$ cat config.mk
export PLATFORM = sky130hd
export DESIGN_NAME = order_25d_seq
export DESIGN_NICKNAME = d
export VERILOG_FILES = /design/src/rtl/order_pkg.sv /design/src/rtl/order_seq_fifo.sv /design/src/rtl/order_25d_seq.sv
export SDC_FILE = /design/constraint.sdc
export NUM_CORES = 1
export LEC_CHECK = 0
export CORE_ASPECT_RATIO = 0.9
export CORE_UTILIZATION = 40
export CTS_BUF_LIST = sky130_fd_sc_hd__clkbuf_8 sky130_fd_sc_hd__clkbuf_16
export DETAILED_ROUTE_END_ITERATION = 8
export DONT_BUFFER_PORTS = 1
export PLACE_DENSITY = 0.53
export SLEW_MARGIN = 20
export SYNTH_ARGS = -nofsm -noshare
export SYNTH_HDL_FRONTEND = slang
export SYNTH_SLANG_ARGS = --single-unit
export TNS_END_PERCENT = 30
$ cat constraint.sdc
create_clock -name clock -period 3.75 [get_ports clock]
set_input_delay 0.9375 -clock clock [delete_from_list [all_inputs] [get_ports clock]]
set_output_delay 0.9375 -clock clock [all_outputs]
set_load 0.03 [all_outputs]
$ cat src/rtl/order_pkg.sv
// Shared constants and state type for the 25-word window sort sequencer.
package order_pkg;

    localparam int NWIN    = 25;
    localparam int MED_IDX = 12;
    localparam int IDX_W   = 5;

    typedef enum logic [1:0] {
        LOAD = 2'd0,
        WAIT = 2'd1,
        FIRE = 2'd2
    } state_e;

endpackage

$ cat src/rtl/order_seq_fifo.sv
// Result FIFO for the window sequencer: head word and count come straight
// from registers, flush empties it synchronously.
module order_seq_fifo #(
    parameter int  DSIZE  = 8,
    parameter int  FDEPTH = 4,
    localparam int AW     = $clog2(FDEPTH),
    localparam int CW     = AW + 1
) (
    input  logic             clock,
    input  logic             rst_n,
    input  logic             flush,
    input  logic             push,
    input  logic [DSIZE-1:0] push_data,
    input  logic             pop,
    output logic             not_empty,
    output logic [DSIZE-1:0] head,
    output logic [CW-1:0]    count
);

    logic [DSIZE-1:0] mem_q [FDEPTH];
    logic [AW-1:0]    wr_ptr_q, wr_ptr_d;
    logic [AW-1:0]    rd_ptr_q, rd_ptr_d;
    logic [CW-1:0]    count_q, count_d;
    logic             do_push, do_pop;

    always_comb begin
        do_push  = push && !flush;
        do_pop   = pop && (count_q != '0) && !flush;
        wr_ptr_d = wr_ptr_q + AW'(do_push);
        rd_ptr_d = rd_ptr_q + AW'(do_pop);
        count_d  = count_q + CW'(do_push) - CW'(do_pop);
        if (flush) begin
            wr_ptr_d = '0;
            rd_ptr_d = '0;
            count_d  = '0;
        end
    end

    always_ff @(posedge clock or negedge rst_n) begin
        if (!rst_n) begin
            wr_ptr_q <= '0;
            rd_ptr_q <= '0;
            count_q  <= '0;
        end else begin
            wr_ptr_q <= wr_ptr_d;
            rd_ptr_q <= rd_ptr_d;
            count_q  <= count_d;
        end
    end

    // Storage is cleared only on reset so the head reads 0 out of reset.
    always_ff @(posedge clock or negedge rst_n) begin
        if (!rst_n) begin
            for (int i = 0; i < FDEPTH; i++) mem_q[i] <= '0;
        end else if (do_push) begin
            mem_q[wr_ptr_q] <= push_data;
        end
    end

    assign head      = mem_q[rd_ptr_q];
    assign count     = count_q;
    assign not_empty = (count_q != '0);

endmodule

$ cat src/rtl/order_25d_seq.sv
// Window sequencer for the 5x5 sort datapath: loads 25 samples, launches the
// datapath under FIFO credit and queues results. ORDER_SEQ_STAT_EN adds counters.
module order_25d_seq
    import order_pkg::*;
#(
    parameter int DSIZE  = 8,
    parameter int LAT    = 6,
    parameter int FDEPTH = 4
) (
    input  logic                  clock,
    input  logic                  rst_n,
    input  logic                  clr,
    input  logic                  in_valid,
    output logic                  in_ready,
    input  logic [DSIZE-1:0]      in_data,
    output logic                  sort_vld,
    output logic [NWIN*DSIZE-1:0] sort_data,
    input  logic [DSIZE-1:0]      sort_res,
    output logic                  out_valid,
    input  logic                  out_ready,
    output logic [DSIZE-1:0]      out_data,
    output logic                  busy
`ifdef ORDER_SEQ_STAT_EN
    ,
    output logic [15:0]           win_cnt,
    output logic [15:0]           stall_cnt
`endif
);

    localparam int CW = $clog2(FDEPTH) + 1;

    state_e                  state_q, state_d;
    logic [IDX_W-1:0]        idx_q, idx_d;
    logic [NWIN*DSIZE-1:0]   win_q, win_d;
    logic [LAT-1:0]          vchain_q, vchain_d, vchain_shift;
    logic [CW-1:0]           inflight_q, inflight_d;
    logic [CW-1:0]           fifo_count;
    logic                    fifo_not_empty;
    logic                    credit_ok;
    logic                    launch;
    logic                    capture;

    // Credits cover both results still in the datapath and results parked in the FIFO.
    assign credit_ok = ({1'b0, fifo_count} + {1'b0, inflight_q}) < (CW+1)'(FDEPTH);
    assign capture   = vchain_q[LAT-1];

    always_comb begin
        state_d  = state_q;
        idx_d    = idx_q;
        win_d    = win_q;
        in_ready = 1'b0;
        sort_vld = 1'b0;
        launch   = 1'b0;
        case (state_q)
            LOAD: begin
                in_ready = 1'b1;
                if (in_valid) begin
                    win_d[int'(idx_q)*DSIZE +: DSIZE] = in_data;
                    if (idx_q == IDX_W'(NWIN-1)) begin
                        state_d = WAIT;
                        idx_d   = '0;
                    end else begin
                        idx_d = idx_q + 1'b1;
                    end
                end
            end
            WAIT: begin
                if (credit_ok) begin
                    state_d = FIRE;
                    launch  = 1'b1;
                end
            end
            FIRE: begin
                sort_vld = 1'b1;
                state_d  = LOAD;
            end
            default: state_d = LOAD;
        endcase
        if (clr) begin
            state_d = LOAD;
            idx_d   = '0;
            win_d   = win_q;
            launch  = 1'b0;
        end
    end

    generate
        if (LAT == 1) begin : g_chain_one
            assign vchain_shift = sort_vld;
        end else begin : g_chain_many
            assign vchain_shift = {vchain_q[LAT-2:0], sort_vld};
        end
    endgenerate

    always_comb begin
        vchain_d   = clr ? '0 : vchain_shift;
        inflight_d = clr ? '0 : (inflight_q + CW'(launch) - CW'(capture));
    end

    always_ff @(posedge clock or negedge rst_n) begin
        if (!rst_n) begin
            state_q    <= LOAD;
            idx_q      <= '0;
            win_q      <= '0;
            vchain_q   <= '0;
            inflight_q <= '0;
        end else begin
            state_q    <= state_d;
            idx_q      <= idx_d;
            win_q      <= win_d;
            vchain_q   <= vchain_d;
            inflight_q <= inflight_d;
        end
    end

    order_seq_fifo #(
        .DSIZE  (DSIZE),
        .FDEPTH (FDEPTH)
    ) u_fifo (
        .clock     (clock),
        .rst_n     (rst_n),
        .flush     (clr),
        .push      (capture),
        .push_data (sort_res),
        .pop       (out_ready),
        .not_empty (fifo_not_empty),
        .head      (out_data),
        .count     (fifo_count)
    );

    assign sort_data = win_q;
    assign out_valid = fifo_not_empty;
    assign busy      = (state_q != LOAD) || (idx_q != '0) || (inflight_q != '0) || fifo_not_empty;

`ifdef ORDER_SEQ_STAT_EN
    logic [15:0] win_cnt_q, win_cnt_d;
    logic [15:0] stall_cnt_q, stall_cnt_d;

    // win_cnt wraps; stall_cnt saturates.
    always_comb begin
        win_cnt_d   = win_cnt_q + 16'(out_valid && out_ready);
        stall_cnt_d = stall_cnt_q;
        if ((state_q == WAIT) && !credit_ok && (stall_cnt_q != 16'hFFFF)) begin
            stall_cnt_d = stall_cnt_q + 16'd1;
        end
        if (clr) begin
            win_cnt_d   = '0;
            stall_cnt_d = '0;
        end
    end

    always_ff @(posedge clock or negedge rst_n) begin
        if (!rst_n) begin
            win_cnt_q   <= '0;
            stall_cnt_q <= '0;
        end else begin
            win_cnt_q   <= win_cnt_d;
            stall_cnt_q <= stall_cnt_d;
        end
    end

    assign win_cnt   = win_cnt_q;
    assign stall_cnt = stall_cnt_q;
`endif

endmodule

==> out/qor.yml, run 1 <==
crit_required_ns: 2.81
synth_edf_count: 0
setup_violations: 0
finalHoldViolCount: 0
path_delay_family: "simple AND/OR/NAND/NOR gates"
skew_ns: 0.01530
cp_slowest_cell: "or3b_2"
antenna_cells: 0
cts_tree: "yes"
async_reset_ff_frac: 1.000
synth_warnings: 0
setup_tns_ns: 0
rows: 55
cts_buffer_depth: 3
track_usage: 0.2191
grt_pass1_vias: 6875
dieHeight_um: 154.8
io_pins: 233
cts-root-buf: "clkbuf_16"
wl_mm: 28.81
endpoint_kind: "output port"
rrSetupSlack_ns: 0.42
fp.dieW_um: 171.7
worstMarginPinSlew_ns: 0.9745
hpwlAfterDp_mm: 18.88
core_area_mm2: 0.02532
finish.utilization: 0.4606
wire_per_inst_um: 22.33
total_switching_power_mw: 2.035
rr_worst_depth: 9
ir_drop_mv: 0.3699
layout.nets: 961
swShare: 0.3031
hold_class: "in2async"
grt_first_pass_wirelength_mm: 43.98
start_util: 0.4096
drc_errors: 0
insertion_delay_ns: 0.54
portBuffers: 0
path_clk_slew_ns: 0.06
synth_cells: 925
gp_congestion: 0.7999
cp_cell_sequence: "inv_1, ha_1, or3b_2, inv_1, ha_1, nand4_1"
area.growth.synth_to_final_pct: 12.45
cts_resized: 0
power.share.clock: 0.401
p_leak_nw: 5.375
pwr_density_cell_mw_per_mm2: 575.5
synth_nets: 959
cts_setup_buffers: 0
rsz0062_at_grt: "false"
max_cap_violations: 0
vias: 7025
ys_seq_area_frac: 0.6152
viasPerCell: 5.446
cts_max_level: 1
hold_buffers: 0
die_area_mm2: 0.02658
fmax_ghz: 0.2931
dpl_cell_area_mm2: 0.01075
comb_power_share: 0.120
syn-mean-instance-area_um2: 11.21
final_common_cell: "dfrtp_1"
synth_seq_cells: 255
cp-start-kind: "register"
holdWs_ns: 0.1084
antenna_found_initial: 0
rr_startpoint: "idx_q[1]"
first_pass_iters: 5
synth_area_mm2: 0.01037
grt_max_degree: 256
relSlewSlack: 0.3503
ys.flop_type: "dfrtp_1"
critPathKind: "reg2out"
synth.distinct_cells: 48
status: "completed"
crit_arrival_ns: 2.47
crit_fanout: 8
cpPeakStageDelay_ns: 0.47
design_area_mm2: 0.01166
cts_buffers: 27
reg2reg_to: "sort_data[148]"
overflow: 0
drive_above_1_share: 0.1498
slew_violations: 0
pwr-share-seq: 0.479
period_share: 0.9099
clock_sinks: 255
layout_common_cells: "dfrtp_1, o21ai_0, nand2_1"
internal_power_mw: 4.678
path_buf_inv: 2
ant_nets: 0
drt_iter0_markers: 397
period_needed_ns: 3.412
==> worst reg2reg max path: stages, from the launching register on <==
cell and delay (ns):
dfrtp_1 0.46, inv_1 0.10, ha_1 0.15, or3b_2 0.47, inv_1 0.07, ha_1 0.32, nor3_2 0.50, nand2_1 0.47
or2_0 0.47, o21ai_0 0.22
==> layout make-up <==
cell class              instances  area (um^2)
clock buffers                  38        827.0
clock inverters                12        83.83
fillers                      2448        13660
inverters                      14        52.55
multi-input cells             612         3764
flip-flops and latches        255         6381
well taps                     342        427.9
repair buffers                 17        127.6
==> flip-flops by register name, summed over array words and instances (netlist names) <==
signal,cells
state_q,2
vchain_q,6
u_fifo.count,3
u_fifo.rd_ptr_q,2
sort_data,200
u_fifo.mem_q,32
u_fifo.wr_ptr_q,2
inflight_q,3
idx_q,5
==> synth_stat cells, types with 3 or more instances <==
cell | count | area (um^2)
dfrtp_1 | 255 | 6381
o21ai_0 | 180 | 900.9
nand2_1 | 156 | 585.6
mux2_2 | 59 | 664.4
clkbuf_1 | 35 | 131.4
nor2_1 | 32 | 120.1
nand3_1 | 30 | 150.1
o31ai_1 | 25 | 187.7
nor2b_1 | 16 | 100.1
inv_1 | 14 | 52.55
nor3_1 | 13 | 65.06
a21o_1 | 11 | 82.58
ha_1 | 11 | 137.6
mux4_2 | 8 | 180.2
xnor2_1 | 8 | 70.07
nand4_1 | 7 | 43.79
nand2b_1 | 6 | 37.54
a21oi_1 | 5 | 25.02
buf_2 | 5 | 25.02
or2_0 | 5 | 31.28
nor4_1 | 4 | 25.02
a31oi_1 | 3 | 18.77
and2_1 | 3 | 18.77
or3b_2 | 3 | 26.28
==> power by group through the flow <==
stage          registers, mW  logic (mW)  clock network (mW)
4_1_cts                 3.22       0.810                2.77
6_report                3.22       0.805                2.69
5_1_grt                 3.24       0.886                2.88
3_5_place_dp            3.27       0.807                   0
2_1_floorplan           3.20       0.558                   0
3_3_place_gp            3.27       0.807                   0
==> kinds of logic after synthesis <==
family,Yosys count,share of synthesized area
simple gates,292,0.1333
flops,255,0.6152
compound gates,230,0.1214
mux,68,0.08239
buf+inv,58,0.02304
fa+ha+maj,13,0.01713
xor+xnor,9,0.007600
==> layer usage <==
metal	track usage	vias up	part of all wire
li1	-	3222	-
met2	0.3306	217	0.45
met5	0	-	0
met4	0.05183	0	0.022
met1	0.3026	3547	0.43
met3	0.07523	39	0.090
==> how the worst max path moves through the flow <==
stage	start	to	slack [ns]	cells past startpoint
2_1_floorplan	idx_q[0]	sort_data[104]	0.53	11
3_3_place_gp	clr	sort_data[146]	0.51	5
3_5_place_dp	clr	sort_data[146]	0.42	5
4_1_cts	idx_q[1]	busy	0.29	6
5_1_grt	idx_q[1]	sort_data[148]	0.13	9
6_report	idx_q[1]	busy	0.34	6
==> metrics by stage <==
step           total power [mW]  setup slack [ns]  instances
6_report                  6.713            0.3377       1290
5_1_grt                   7.001            0.1339       1290
4_1_cts                   6.797            0.2859       1290
3_5_place_dp              4.077            0.4216       1240
3_3_place_gp              4.078            0.5055       1240
2_1_floorplan             3.761            0.5320        925
No activity file was read; power rests on OpenSTA's default activity.
==> run 2: changes to the inputs <==
- DONT_BUFFER_PORTS: 1 -> default
- PLACE_DENSITY: 0.53 -> 0.65
- SKIP_LAST_GASP: default -> 1
==> run 2 against run 1 <==
Worst setup slack worse by 0.13 ns. First-iteration DRC count is 56% higher. Final area is 22% higher. Sequential power is 8.1% lower. Hold slack better by 0.26 ns. Utilization is 10 points higher. Critical path depth is 1 higher. Non-clock buffer count is 243 higher. Clock skew is 0.0027 ns higher. Sequential cell count stayed put. Count of clock-buffer cells in the layout is 3 lower. Largest power group unchanged.
==> out/qor.yml, run 2 (synthesis results as in run 1) <==
die_area_mm2: 0.02658  # unchanged
multiInputGateArea_mm2: 0.003766  # about the same
crit_path_start: "idx_q[1]"
layout.nets: 1205  # +25%
pwr_density_cell_mw_per_mm2: 515.4  # -10%
rrSetupSlack_ns: 0.69  # +0.27 ns
ant_nets: 0  # unchanged
largest_reg_flops: 200  # unchanged
grt_first_pass_wirelength_mm: 47.53  # +8.1%
fin_total_pwr_mw: 7.318  # +9.0%
p_leak_nw: 6.286  # +17%
portBuffers: 232  # +232
io_pins: 233  # unchanged
crit_path_end: "busy"
drive_above_1_share: 0.1317  # -0.01808
drc_errors: 0  # unchanged
dpl_cell_area_mm2: 0.01319  # +23%
overflow: 0  # unchanged
cts_resized: 1  # +1
relSlewSlack: 0.3625  # +0.01217
dieHeight_um: 154.8  # unchanged
max_cap_violations: 0  # unchanged
hold_buffers: 0  # unchanged
antenna_cells: 0  # unchanged
final_common_cell: "dfrtp_1"
design_area_mm2: 0.01420  # +22%
fillers: 2221  # -9.3%
fp.dieW_um: 171.7  # unchanged
hold_class: "in2async"
fin_ws_ns: 0.2098  # -0.1279 ns
area.growth.synth_to_final_pct: 36.89
setup_tns_ns: 0  # unchanged
crit_fanout: 8  # unchanged
viasPerCell: 5.289  # -2.9%
rows: 55  # unchanged
cts_tree: "yes"
start_util: 0.4096  # unchanged
cts_buffers: 28  # +3.7%
reg2reg_to: "sort_data[41]"
hpwlAfterDp_mm: 20.60  # +9.1%
drt_iter0_markers: 621  # +56%
post-place-ws_ns: 0.1915  # -0.2301 ns
core_area_mm2: 0.02532  # unchanged
cts_buffer_depth: 3  # unchanged
cp-start-kind: "register"
insertion_delay_ns: 0.54  # about the same
cts_setup_buffers: 0  # unchanged
clock_sinks: 255  # unchanged
crit_required_ns: 2.81  # about the same
worstMarginPinSlew_ns: 0.9562  # -0.01826 ns
slew_violations: 0  # unchanged
holdWs_ns: 0.3691  # +0.2606 ns
track_usage: 0.2348  # +0.01578
wl_mm: 30.42  # +5.6%
status: "completed"
rsz0062_at_grt: "false"
rr_worst_depth: 6  # -3
period_share: 0.9440  # +0.03410
fmax_ghz: 0.2825  # -3.6%
finalHoldViolCount: 0  # unchanged
vias: 8113  # +15%
setup_violations: 0  # unchanged
antenna_found_initial: 0  # unchanged
cts-root-buf: "clkbuf_16"
ir_drop_mv: 0.3073  # -17%
rr_startpoint: "idx_q[1]"
crit_arrival_ns: 2.60  # +0.13 ns
critPathKind: "reg2out"
cts_max_level: 1  # unchanged
gp_congestion: 0.8085  # +1.1%
skew_ns: 0.01795  # +0.002653 ns
period_needed_ns: 3.540  # +0.1279 ns
seqCellArea_mm2: 0.006381  # unchanged
first_pass_iters: 5  # unchanged
layout_common_cells: "dfrtp_1, clkdlybuf4s50_1, o21ai_0"
endpoint_kind: "output port"
path_clk_slew_ns: 0.06  # about the same
wire_per_inst_um: 19.83  # -11%
grt_max_degree: 78  # -70%
grt_pass1_vias: 8113  # +18%
-- run 2: changes by cell type in the layout (fill, tap and decap cells not counted) --
cell	delta
buf_4	+9
clkdlybuf4s50_1	+230
buf_12	+2
buf_8	+1
ha_1	-1
clkbuf_16	+2
inv_6	-1
bufinv_16	+4
dlygate4sd2_1	+1
clkbuf_8	-5
ha_2	+1
inv_1	-1
clkinv_2	+2
-- run 2: worst max-delay path, stage by stage (launching register included) --
cell	delay [ns]
dfrtp_1	0.46
inv_1	0.11
ha_1	0.18
or3b_2	0.48
inv_1	0.08
ha_2	0.26
nand4_1	0.13
dlygate4sd2_1	0.38
-- run 2: layout make-up --
class	instances	share of cell area
clock buffer	35	0.05693
clock inverter	16	0.01419
inverter	14	0.003701
multi-input combinational	612	0.2652
sequential	255	0.4494
tap	342	0.03014
timing repair buffer	260	0.1804
-- run 2: per-stage QoR --
step,instances,util
floorplan,925,-
global placement,1483,0.5208
detailed placement,1483,0.5208
CTS,1534,0.5606
global route,1534,0.5607
finish,1534,0.5607
-- run 2: how the worst min path moves through the flow --
stage                      startpoint       endpoint  cells past startpoint  slack [ns]
after CTS                       rst_n  sort_data[31]                      1        0.40
after global routing            rst_n  sort_data[31]                      1        0.41
final                           rst_n  sort_data[31]                      1        0.37
after detailed placement  vchain_q[2]    vchain_q[3]                      1        0.45
after floorplan           vchain_q[0]    vchain_q[1]                      1        0.44
after global placement    vchain_q[0]    vchain_q[1]                      1        0.44
-- run 2: metal layers --
metal | vias up | share of wire | routed length, um | track usage
met1 | 4072 | 0.45 | 13610 | 0.3309
li1 | 3732 | - | - | -
met5 | - | 0 | 0 | 0
met3 | 40 | 0.074 | 2242 | 0.06397
met4 | 0 | 0.020 | 612 | 0.06153
met2 | 269 | 0.46 | 13950 | 0.3572
-- run 2: report_power, final --
| group | internal, mW | total (mW) | switching [mW] |
|---|---|---|---|
| clock | 1.86 | 2.96 | 1.11 |
| combinational | 0.446 | 1.40 | 0.952 |
| sequential | 2.87 | 2.96 | 0.0826 |
